**config.mk**
```make
export PLATFORM = sky130hd
export DESIGN_NAME = vga_buffer_intr_ctrl
export DESIGN_NICKNAME = d
export VERILOG_FILES = /design/src/rtl/vga_intr_pkg.sv /design/src/rtl/vga_intr_src_edge.sv /design/src/rtl/vga_buffer_intr_ctrl.sv
export SDC_FILE = /design/constraint.sdc
export NUM_CORES = 1
export LEC_CHECK = 0
export CORE_ASPECT_RATIO = 1.75
export CORE_MARGIN = 1
export CORE_UTILIZATION = 25
export CTS_CLUSTER_SIZE = 16
export DETAILED_ROUTE_END_ITERATION = 8
export GPL_TIMING_DRIVEN = 0
export MAX_ROUTING_LAYER = met4
export PLACE_DENSITY_LB_ADDON = 0.08
export SKIP_LAST_GASP = 1
export SLEW_MARGIN = 10
export SYNTH_ARGS = -nofsm -noshare
export SYNTH_HDL_FRONTEND = slang
export SYNTH_SLANG_ARGS = --single-unit
```
**constraint.sdc**
```tcl
create_clock -name ACLK -period 1.2 [get_ports ACLK]
set_input_delay 0.24 -clock ACLK [delete_from_list [all_inputs] [get_ports ACLK]]
set_output_delay 0.24 -clock ACLK [all_outputs]
set_load 0.05 [all_outputs]
```
**src/rtl/vga_intr_pkg.sv**
```systemverilog
// Shared register offsets, AXI response codes and byte-strobe helper for the
// VGA buffer interrupt controller.
package vga_intr_pkg;

  localparam logic [4:0] GIER_OFS = 5'h00;
  localparam logic [4:0] IER_OFS  = 5'h04;
  localparam logic [4:0] ISR_OFS  = 5'h08;
  localparam logic [4:0] IAR_OFS  = 5'h0C;
  localparam logic [4:0] IPR_OFS  = 5'h10;

  typedef enum logic [1:0] {
    OKAY   = 2'b00,
    EXOKAY = 2'b01,
    SLVERR = 2'b10,
    DECERR = 2'b11
  } axi_resp_t;

  function automatic logic [31:0] apply_wstrb(input logic [31:0] old_val,
                                              input logic [31:0] wdata,
                                              input logic [3:0]  wstrb);
    logic [31:0] v;
    v = old_val;
    for (int b = 0; b < 4; b++) begin
      if (wstrb[b]) v[8*b +: 8] = wdata[8*b +: 8];
    end
    return v;
  endfunction

endpackage

```
**src/rtl/vga_intr_src_edge.sv**
```systemverilog
// Per-source rising-edge detector feeding a sticky status latch; a new edge
// beats a simultaneous clear so no event is lost.
module vga_intr_src_edge #(
  parameter int N = 1
) (
  input  logic         clk,
  input  logic         rst_n,
  input  logic [N-1:0] i_src,
  input  logic [N-1:0] i_clear,
  output logic [N-1:0] o_status
);

  logic [N-1:0] r_src_q;
  logic [N-1:0] r_status;
  logic [N-1:0] w_event;

  assign w_event  = i_src & ~r_src_q;
  assign o_status = r_status;

  always_ff @(posedge clk or negedge rst_n) begin
    if (!rst_n) begin
      r_src_q  <= '0;
      r_status <= '0;
    end else begin
      r_src_q  <= i_src;
      r_status <= (r_status & ~i_clear) | w_event;
    end
  end

endmodule

```
**src/rtl/vga_buffer_intr_ctrl.sv**
```systemverilog
// AXI4-Lite interrupt controller for the VGA buffer (GIER/IER/ISR/IAR/IPR).
// Define VGA_INTR_EDGE_IRQ_EN for a one-cycle irq pulse instead of a level.
module vga_buffer_intr_ctrl
  import vga_intr_pkg::*;
#(
  parameter int C_S_AXI_DATA_WIDTH = 32,
  parameter int C_S_AXI_ADDR_WIDTH = 5,
  parameter int C_NUM_OF_INTR      = 1,
  parameter int C_IRQ_ACTIVE_STATE = 1
) (
  input  logic                            ACLK,
  input  logic                            ARESETN,
  input  logic [C_NUM_OF_INTR-1:0]        intr_src,
  input  logic [C_S_AXI_ADDR_WIDTH-1:0]   S_AXI_AWADDR,
  input  logic [2:0]                      S_AXI_AWPROT,
  input  logic                            S_AXI_AWVALID,
  output logic                            S_AXI_AWREADY,
  input  logic [C_S_AXI_DATA_WIDTH-1:0]   S_AXI_WDATA,
  input  logic [C_S_AXI_DATA_WIDTH/8-1:0] S_AXI_WSTRB,
  input  logic                            S_AXI_WVALID,
  output logic                            S_AXI_WREADY,
  output logic [1:0]                      S_AXI_BRESP,
  output logic                            S_AXI_BVALID,
  input  logic                            S_AXI_BREADY,
  input  logic [C_S_AXI_ADDR_WIDTH-1:0]   S_AXI_ARADDR,
  input  logic [2:0]                      S_AXI_ARPROT,
  input  logic                            S_AXI_ARVALID,
  output logic                            S_AXI_ARREADY,
  output logic [C_S_AXI_DATA_WIDTH-1:0]   S_AXI_RDATA,
  output logic [1:0]                      S_AXI_RRESP,
  output logic                            S_AXI_RVALID,
  input  logic                            S_AXI_RREADY,
  output logic                            irq
);

  localparam int   N         = C_NUM_OF_INTR;
  localparam logic LP_IRQ_ON = (C_IRQ_ACTIVE_STATE != 0);

  logic          r_aw_held, r_w_held;
  logic [2:0]    r_aw_word;
  logic [31:0]   r_wdata;
  logic [3:0]    r_wstrb;
  logic          r_bvalid, r_rvalid;
  logic [31:0]   r_rdata;
  logic          r_gier;
  logic [N-1:0]  r_ier;
  logic          r_irq;

  logic          w_wr_en, w_agg, w_unused;
  logic [31:0]   w_wr_bits, w_ier_ext, w_ier_new, w_gier_new, w_rd_val;
  logic [N-1:0]  w_isr, w_ipr, w_iar_clear;

  assign S_AXI_AWREADY = ARESETN & ~r_aw_held & ~r_bvalid;
  assign S_AXI_WREADY  = ARESETN & ~r_w_held & ~r_bvalid;
  assign S_AXI_ARREADY = ARESETN & ~r_rvalid;
  assign S_AXI_BVALID  = r_bvalid;
  assign S_AXI_RVALID  = r_rvalid;
  assign S_AXI_RDATA   = r_rdata;
  assign S_AXI_BRESP   = OKAY;
  assign S_AXI_RRESP   = OKAY;

  // Register update happens in the one cycle where both AW and W are held.
  assign w_wr_en    = r_aw_held & r_w_held;
  assign w_wr_bits  = apply_wstrb(32'h0, r_wdata, r_wstrb);
  assign w_ier_new  = apply_wstrb(w_ier_ext, r_wdata, r_wstrb);
  assign w_gier_new = apply_wstrb({31'h0, r_gier}, r_wdata, r_wstrb);
  assign w_iar_clear = (w_wr_en && r_aw_word == IAR_OFS[4:2]) ? w_wr_bits[N-1:0] : '0;
  assign w_ipr = w_isr & r_ier;
  assign w_agg = r_gier & (|w_ipr);

  always_comb begin
    w_ier_ext        = '0;
    w_ier_ext[N-1:0] = r_ier;
  end

  always_ff @(posedge ACLK or negedge ARESETN) begin
    if (!ARESETN) begin
      r_aw_held <= 1'b0;
      r_w_held  <= 1'b0;
      r_aw_word <= '0;
      r_wdata   <= '0;
      r_wstrb   <= '0;
      r_bvalid  <= 1'b0;
    end else begin
      if (S_AXI_AWVALID && S_AXI_AWREADY) begin
        r_aw_held <= 1'b1;
        r_aw_word <= S_AXI_AWADDR[4:2];
      end
      if (S_AXI_WVALID && S_AXI_WREADY) begin
        r_w_held <= 1'b1;
        r_wdata  <= S_AXI_WDATA;
        r_wstrb  <= S_AXI_WSTRB;
      end
      if (w_wr_en) begin
        r_aw_held <= 1'b0;
        r_w_held  <= 1'b0;
        r_bvalid  <= 1'b1;
      end else if (r_bvalid && S_AXI_BREADY) begin
        r_bvalid <= 1'b0;
      end
    end
  end

  always_ff @(posedge ACLK or negedge ARESETN) begin
    if (!ARESETN) begin
      r_gier <= 1'b0;
      r_ier  <= '0;
    end else if (w_wr_en) begin
      case (r_aw_word)
        GIER_OFS[4:2]: r_gier <= w_gier_new[0];
        IER_OFS[4:2]:  r_ier  <= w_ier_new[N-1:0];
        default: ;
      endcase
    end
  end

  vga_intr_src_edge #(.N(N)) u_src_edge (
    .clk      (ACLK),
    .rst_n    (ARESETN),
    .i_src    (intr_src),
    .i_clear  (w_iar_clear),
    .o_status (w_isr)
  );

  always_comb begin
    w_rd_val = '0;
    case (S_AXI_ARADDR[4:2])
      GIER_OFS[4:2]: w_rd_val[0]     = r_gier;
      IER_OFS[4:2]:  w_rd_val[N-1:0] = r_ier;
      ISR_OFS[4:2]:  w_rd_val[N-1:0] = w_isr;
      IPR_OFS[4:2]:  w_rd_val[N-1:0] = w_ipr;
      default: ;
    endcase
  end

  always_ff @(posedge ACLK or negedge ARESETN) begin
    if (!ARESETN) begin
      r_rvalid <= 1'b0;
      r_rdata  <= '0;
    end else if (S_AXI_ARVALID && S_AXI_ARREADY) begin
      r_rvalid <= 1'b1;
      r_rdata  <= w_rd_val;
    end else if (r_rvalid && S_AXI_RREADY) begin
      r_rvalid <= 1'b0;
    end
  end

`ifdef VGA_INTR_EDGE_IRQ_EN
  logic r_agg_q;
  always_ff @(posedge ACLK or negedge ARESETN) begin
    if (!ARESETN) begin
      r_agg_q <= 1'b0;
      r_irq   <= 1'b0;
    end else begin
      r_agg_q <= w_agg;
      r_irq   <= w_agg & ~r_agg_q;
    end
  end
`else
  always_ff @(posedge ACLK or negedge ARESETN) begin
    if (!ARESETN) r_irq <= 1'b0;
    else          r_irq <= w_agg;
  end
`endif

  assign irq = r_irq ? LP_IRQ_ON : ~LP_IRQ_ON;

  assign w_unused = ^{S_AXI_AWPROT, S_AXI_ARPROT, S_AXI_AWADDR[1:0], S_AXI_ARADDR[1:0],
                      w_wr_bits, w_ier_new, w_gier_new};

endmodule
```
==> results of run 1 <==
## power breakdown
part	total, mW	switching (mW)	internal (mW)
Combinational	1.13	0.658	0.474
Sequential	0.878	0.186	0.691
Clock	0.409	0.173	0.235
Total	2.42	1.02	1.40
## cells in the mapped netlist
master,number,area [um^2]
nor2b_1,1,6.260
inv_1,6,22.52
nor3b_1,1,7.510
and3_1,1,6.260
nor3_1,3,15.01
dfrtp_1,15,375.4
nand2_1,4,15.01
o31ai_1,1,7.510
and4bb_4,1,16.27
mux2_1,2,22.52
nand3b_1,1,7.510
nor4_1,1,6.260
o21ai_0,4,20.02
conb_1,1,3.750
nand2_2,1,6.260
a21o_1,1,7.510
nand2b_1,1,6.260
o22ai_1,1,6.260
a21oi_1,2,10.01
nand4b_1,1,8.760
nor3b_4,1,18.77
mux2_4,4,60.06
buf_4,35,262.8
a32o_1,1,10.01
## metal layers
layer	vias up	track usage, %	share of wire, %
li1	357	-	-
met1	314	10.08	37
met2	31	15.81	54
met3	2	1.957	7.5
met4	0	4.167	1.5
met5	-	-	0
## worst reg2reg max path, cell delays in order, from the launching register on
cell and delay [ns]:
dfrtp_1 0.40, nand4b_1 0.27, nor3_2 0.17, mux2_1 0.33
## repair_timing
action | CTS | global route
setup endpoints to repair | 18 | 28
gates cloned | 0 | 0
hold endpoints to repair | 15 | 0
gates resized for setup | 50 | 6
hold buffers | 1 | 0
pin swaps | 3 | 1
buffers inserted | 4 | 0
## flip-flops by register name, summed over array words and instances, names as in the netlist
register,flops
S_AXI_RVALID,1
r_wstrb,1
r_wdata,1
r_aw_word,3
r_w_held,1
r_ier,1
u_src_edge.r_src_q,1
u_src_edge.o_status,1
r_aw_held,1
S_AXI_BVALID,1
S_AXI_RDATA,1
r_gier,1
r_irq,1
## per-stage QoR
step | total power, mW | hold WS, ns | util, %
3_5_place_dp | 1.944 | 0.4421 | 37.55
4_1_cts | 2.434 | 0.3747 | 40.06
2_1_floorplan | 1.678 | -0.05559 | -
6_report | 2.419 | 0.2460 | 40.33
3_3_place_gp | 1.933 | 0.4240 | 37.55
5_1_grt | 2.565 | 0.3343 | 40.33
## worst max-delay path by stage
stage	slack, ns	from	to	depth (start not counted)
2_1_floorplan	-0.49	S_AXI_BVALID	r_wdata[0]	3
3_3_place_gp	-1.49	ARESETN	S_AXI_WREADY	3
3_5_place_dp	-1.52	ARESETN	S_AXI_WREADY	3
4_1_cts	-0.14	r_w_held	S_AXI_WREADY	2
5_1_grt	-0.18	r_w_held	S_AXI_WREADY	2
6_report	-0.13	r_w_held	S_AXI_WREADY	2
## logic make-up after synthesis
family	count (synthesis)	share of synthesized area, %
multiplexers	6	8.895
flip-flops	15	40.43
AND/OR/NAND/NOR	17	12.94
AO/OA/AOI/OAI	10	6.605
other	1	0.4039
buffers and inverters	41	30.73
## cell type report
class                   instances  area (um^2)  share of cell area, %
flip-flops and latches         15        380.4                  26.25
well taps                      46        57.56                  3.972
multi-input cells              68        434.2                  29.97
repair buffers                 27        246.5                  17.01
clock buffers                   4        45.04                  3.109
inverters                       6        22.52                  1.554
plain buffers                  35        262.8                  18.13
==> impl_metrics.ini, run 1 <==
[status]
outcome = complete, but fails checks
violations = negative setup slack

[timing]
slew_headroom_pct = 53.32
worstMarginPinSlew_ns = 0.7003
slew_viol_final = 0
max_freq_ghz = 0.7508
final_hold_viol_count = 0
tns_ns = -0.6177
finalSetupViolations = 9
fin_crit_sh_pct = 111.0
rsz0062_at_grt = true
final.min_clock_period_ns = 1.332
fin_skew_ns = 0.003078
setup_slack_ns = -0.1319

[global_route]
antenna_found_initial = 0
overflow = 0
grt_pass1_vias = 628
gr-usage-all-layers_pct = 9.375
grt_pass1_wl_um = 2553
grt_max_degree = 16

[worst_hold_path]
min_path_type = primary input to asynchronous set/reset pin

[floorplanning]
dieWidth_um = 48.07
num_io_pins = 102
initial_core_util_pct = 25.84
rows = 29
die_area_um2 = 3971
design.core.area_um2 = 3592
die_h_um = 82.62

[clocking]
h-tree-depth = 1
clock-root-buffer = clkbuf_8
cts_tree = done
cts_sinks = 15
clk_pin_slew_ns = 0.06
insertion_delay_ns = 0.25
numCtsBuffers = 3
clockBufferDepth = 2

[placement]
place_inst = 192
portBuffers = 22
place_area_um2 = 1349
dp_slack_ns = -1.518
gp_congestion = 0.6599
dp_hpwl_um = 1345

[final_layout]
fillCellCount = 367
fin_area_um2 = 1449
final_common_cell = buf_4
layout_common_cells = 40 x buf_4, 35 x conb_1, 13 x clkdlybuf4s50_1
fin_cells = 201
n_antenna_cell = 0
drive_above_1_share_pct = 43.23
fin_nets = 216
syn2layout_area_growth_pct = 56.06

[synthesis]
avgSynthCellArea_um2 = 10.32
synth_seq_area_share_pct = 40.43
synth.distinct_cells = 24
ys_ff_latch = 15
synth_warnings = 0
synth_area_um2 = 928.4
synthCells = 90

[routing]
avgRoutedWirePerCell_um = 8.527
ant_nets = 0
drt-initial-drc-count = 10
wirelength_um = 1714
routed-via-count = 704
drt-vias-per-instance = 3.502
drc = 0
first_pass_iters = 4

[setup_path]
worst-r2r-cell-count = 3
worstReg2RegStart = r_aw_word[2]
critPathSlowestCell = dfrtp_2
r2r_end = r_gier
startpoint_type = flip-flop
path_buf_inv = 1
worstSetupPathType = flip-flop to output port
end_kind = output port
critPathRequiredTime_ns = 0.96
crit_chain = nor3b_4, buf_6
critPathTopFamily = flip-flops
crit_fanout = 4
cp_data_arrival_time_ns = 1.09
slowest_delay_ns = 0.44
r2r_slack_ns = -0.08

[power_and_ir_drop]
power.leakage_nw = 0.7926
powerDensity_nw_per_um2 = 1669
peakVddDrop_uv = 834.3

[flow_run]
maxCapViolations = 0
Power figures use the tool's default switching activity.
==> run 2: changes to the inputs <==
--- a/config.mk
+++ b/config.mk
@@ -7,12 +7,12 @@
 export LEC_CHECK = 0
 export CORE_ASPECT_RATIO = 1.75
 export CORE_MARGIN = 1
-export CORE_UTILIZATION = 25
+export CORE_UTILIZATION = 28
 export CTS_CLUSTER_SIZE = 16
 export DETAILED_ROUTE_END_ITERATION = 8
 export GPL_TIMING_DRIVEN = 0
 export MAX_ROUTING_LAYER = met4
-export PLACE_DENSITY_LB_ADDON = 0.08
+export PLACE_DENSITY = 0.81
 export SKIP_LAST_GASP = 1
 export SLEW_MARGIN = 10
 export SYNTH_ARGS = -nofsm -noshare
==> constraint.sdc (replaced) <==
create_clock -name ACLK -period 1.25 [get_ports ACLK]
set_input_delay 0.25 -clock ACLK [delete_from_list [all_inputs] [get_ports ACLK]]
set_output_delay 0.25 -clock ACLK [all_outputs]
set_load 0.05 [all_outputs]
==> run 2 against run 1 <==
The flow still finishes with violations (negative setup slack). Setup slack gained 0.044 ns. Worst hold slack lost 0.0053 ns. Sequential power shrank 5.0%. Via count shrank 0.14%. Routed wire length shrank 2.1%. Combinational power is essentially flat. First-iteration DRC count shrank 30%. Cell count shrank 2.0%. Die area shrank 10%. Flip-flop and latch count is the same. Highest routed layer unchanged.
==> impl_metrics.ini, run 2 (synthesized netlist as in run 1, its figures left out) <==
[clocking]
cts_tree = done
insertion_delay_ns = 0.24
h-tree-depth = 1
clock-root-buffer = clkbuf_8
clockBufferDepth = 2
cts_sinks = 15
numCtsBuffers = 3
clk_pin_slew_ns = 0.06

[timing]
tns_ns = -0.2947
holdWs_ns = 0.2408
final.min_clock_period_ns = 1.338
max_freq_ghz = 0.7474
final_hold_viol_count = 0
rsz0062_at_grt = true
finalSetupViolations = 8
slew_viol_final = 0
fin_skew_ns = 0.001975
worstMarginPinSlew_ns = 0.6692
fin_crit_sh_pct = 107.0
setup_slack_ns = -0.08793
slew_headroom_pct = 55.39

[routing]
drc = 0
drt-vias-per-instance = 3.569
routed-via-count = 703
avgRoutedWirePerCell_um = 8.518
first_pass_iters = 4
wirelength_um = 1678
ant_nets = 0
drt-initial-drc-count = 7

[setup_path]
cp_data_arrival_time_ns = 1.09
worstReg2RegStart = r_aw_word[2]
startpoint_type = flip-flop
worstSetupPathType = flip-flop to output port
critPathRequiredTime_ns = 1.00
startpoint = r_w_held
end_kind = output port
crit_fanout = 3

[final_layout]
layout_common_cells = 39 x buf_4, 35 x conb_1, 14 x clkdlybuf4s50_1
fin_nets = 215
final_common_cell = buf_4
regMostFlops = r_aw_word
n_antenna_cell = 0
drive_above_1_share_pct = 40.91
syn2layout_area_growth_pct = 54.99
largest_reg_flops = 3

[power_and_ir_drop]
power.leakage_nw = 0.7781
powerDensity_nw_per_um2 = 1614
peakVddDrop_uv = 744.6
p_total_mw = 2.322

[placement]
portBuffers = 22
dp_hpwl_um = 1288
gp_congestion = 0.7276

[floorplanning]
dieWidth_um = 45.53
die_area_um2 = 3559
die_h_um = 78.17
design.core.area_um2 = 3142
num_io_pins = 102
initial_core_util_pct = 29.55
rows = 27

[global_route]
grt_pass1_wl_um = 2628
antenna_found_initial = 0
grt_pass1_vias = 624
grt_max_degree = 16
overflow = 0
gr-usage-all-layers_pct = 10.32

[status]
outcome = complete, but fails checks
violations = negative setup slack

[worst_hold_path]
min_path_type = primary input to asynchronous set/reset pin

[flow_run]
maxCapViolations = 0
[run 2: changes by cell type in the layout (fill, tap and decap cells not counted), moves of 2 or more]
cell,before,now
dfrtp_1,11,13
buf_2,4,2
clkdlybuf4s15_2,0,2
dfrtp_2,4,2
[run 2: path summary, 6_finish.rpt]
path                                            end  slack (ns)  cells past startpoint
max in group asynchronous              S_AXI_BVALID        0.54                      2
worst max-delay path                   S_AXI_WREADY       -0.09                      2
worst min register to register  u_src_edge.o_status        0.44                      1
worst min-delay path                         r_gier        0.24                      2
min in group ACLK                      S_AXI_RVALID        0.41                      3
worst max register to register                r_ier       -0.06                      3
[run 2: report_power, final]
part / internal, mW / switching, mW / total, mW
clock: 0.226 / 0.160 / 0.385
sequential: 0.660 / 0.174 / 0.834
combinational: 0.465 / 0.638 / 1.10
total: 1.35 / 0.972 / 2.32
[run 2: worst max-delay path: stages, from the launching register on]
cell and delay [ns]:
dfrtp_1 0.42, nor3b_4 0.23, buf_6 0.18
[run 2: metal layers]
| layer | track usage, % | part of all wire (%) | wire length [um] | vias to the layer above |
|---|---|---|---|---|
| met2 | 18.29 | 53 | 881 | 52 |
| li1 | - | - | - | 355 |
| met5 | - | 0 | 0 | - |
| met4 | 5.455 | 2.1 | 36 | 0 |
| met3 | 2.529 | 12 | 198 | 5 |
| met1 | 9.483 | 33 | 562 | 291 |
[run 2: final cells by class]
type,count,area (um^2)
buffer,35,262.8
clock buffer,4,45.04
fill,290,1703
inverter,6,22.52
multi-input combinational,68,427.9
sequential,15,377.9
tap,43,53.80
timing repair buffer,26,249.0
[run 2: per-stage QoR]
stage | instance area [um^2] | instances | util, % | setup slack, ns
CTS | 1426 | 197 | 45.40 | -0.08682
global placement | 1344 | 189 | 42.77 | -1.431
floorplan | 1070 | 124 | - | -0.4365
global route | 1439 | 197 | 45.80 | -0.1316
finish | 1439 | 197 | 45.80 | -0.08793
detailed placement | 1344 | 189 | 42.77 | -1.430
[run 2: what timing repair did]
action | 4_1_cts | 5_1_grt
pin swaps | 2 | 1
hold buffers | 1 | 0
resized for setup | 45 | 4
setup endpoints to repair | 18 | 11
endpoints found under the hold margin | 15 | 0
cloned | 0 | 0
buffers inserted | 3 | 0
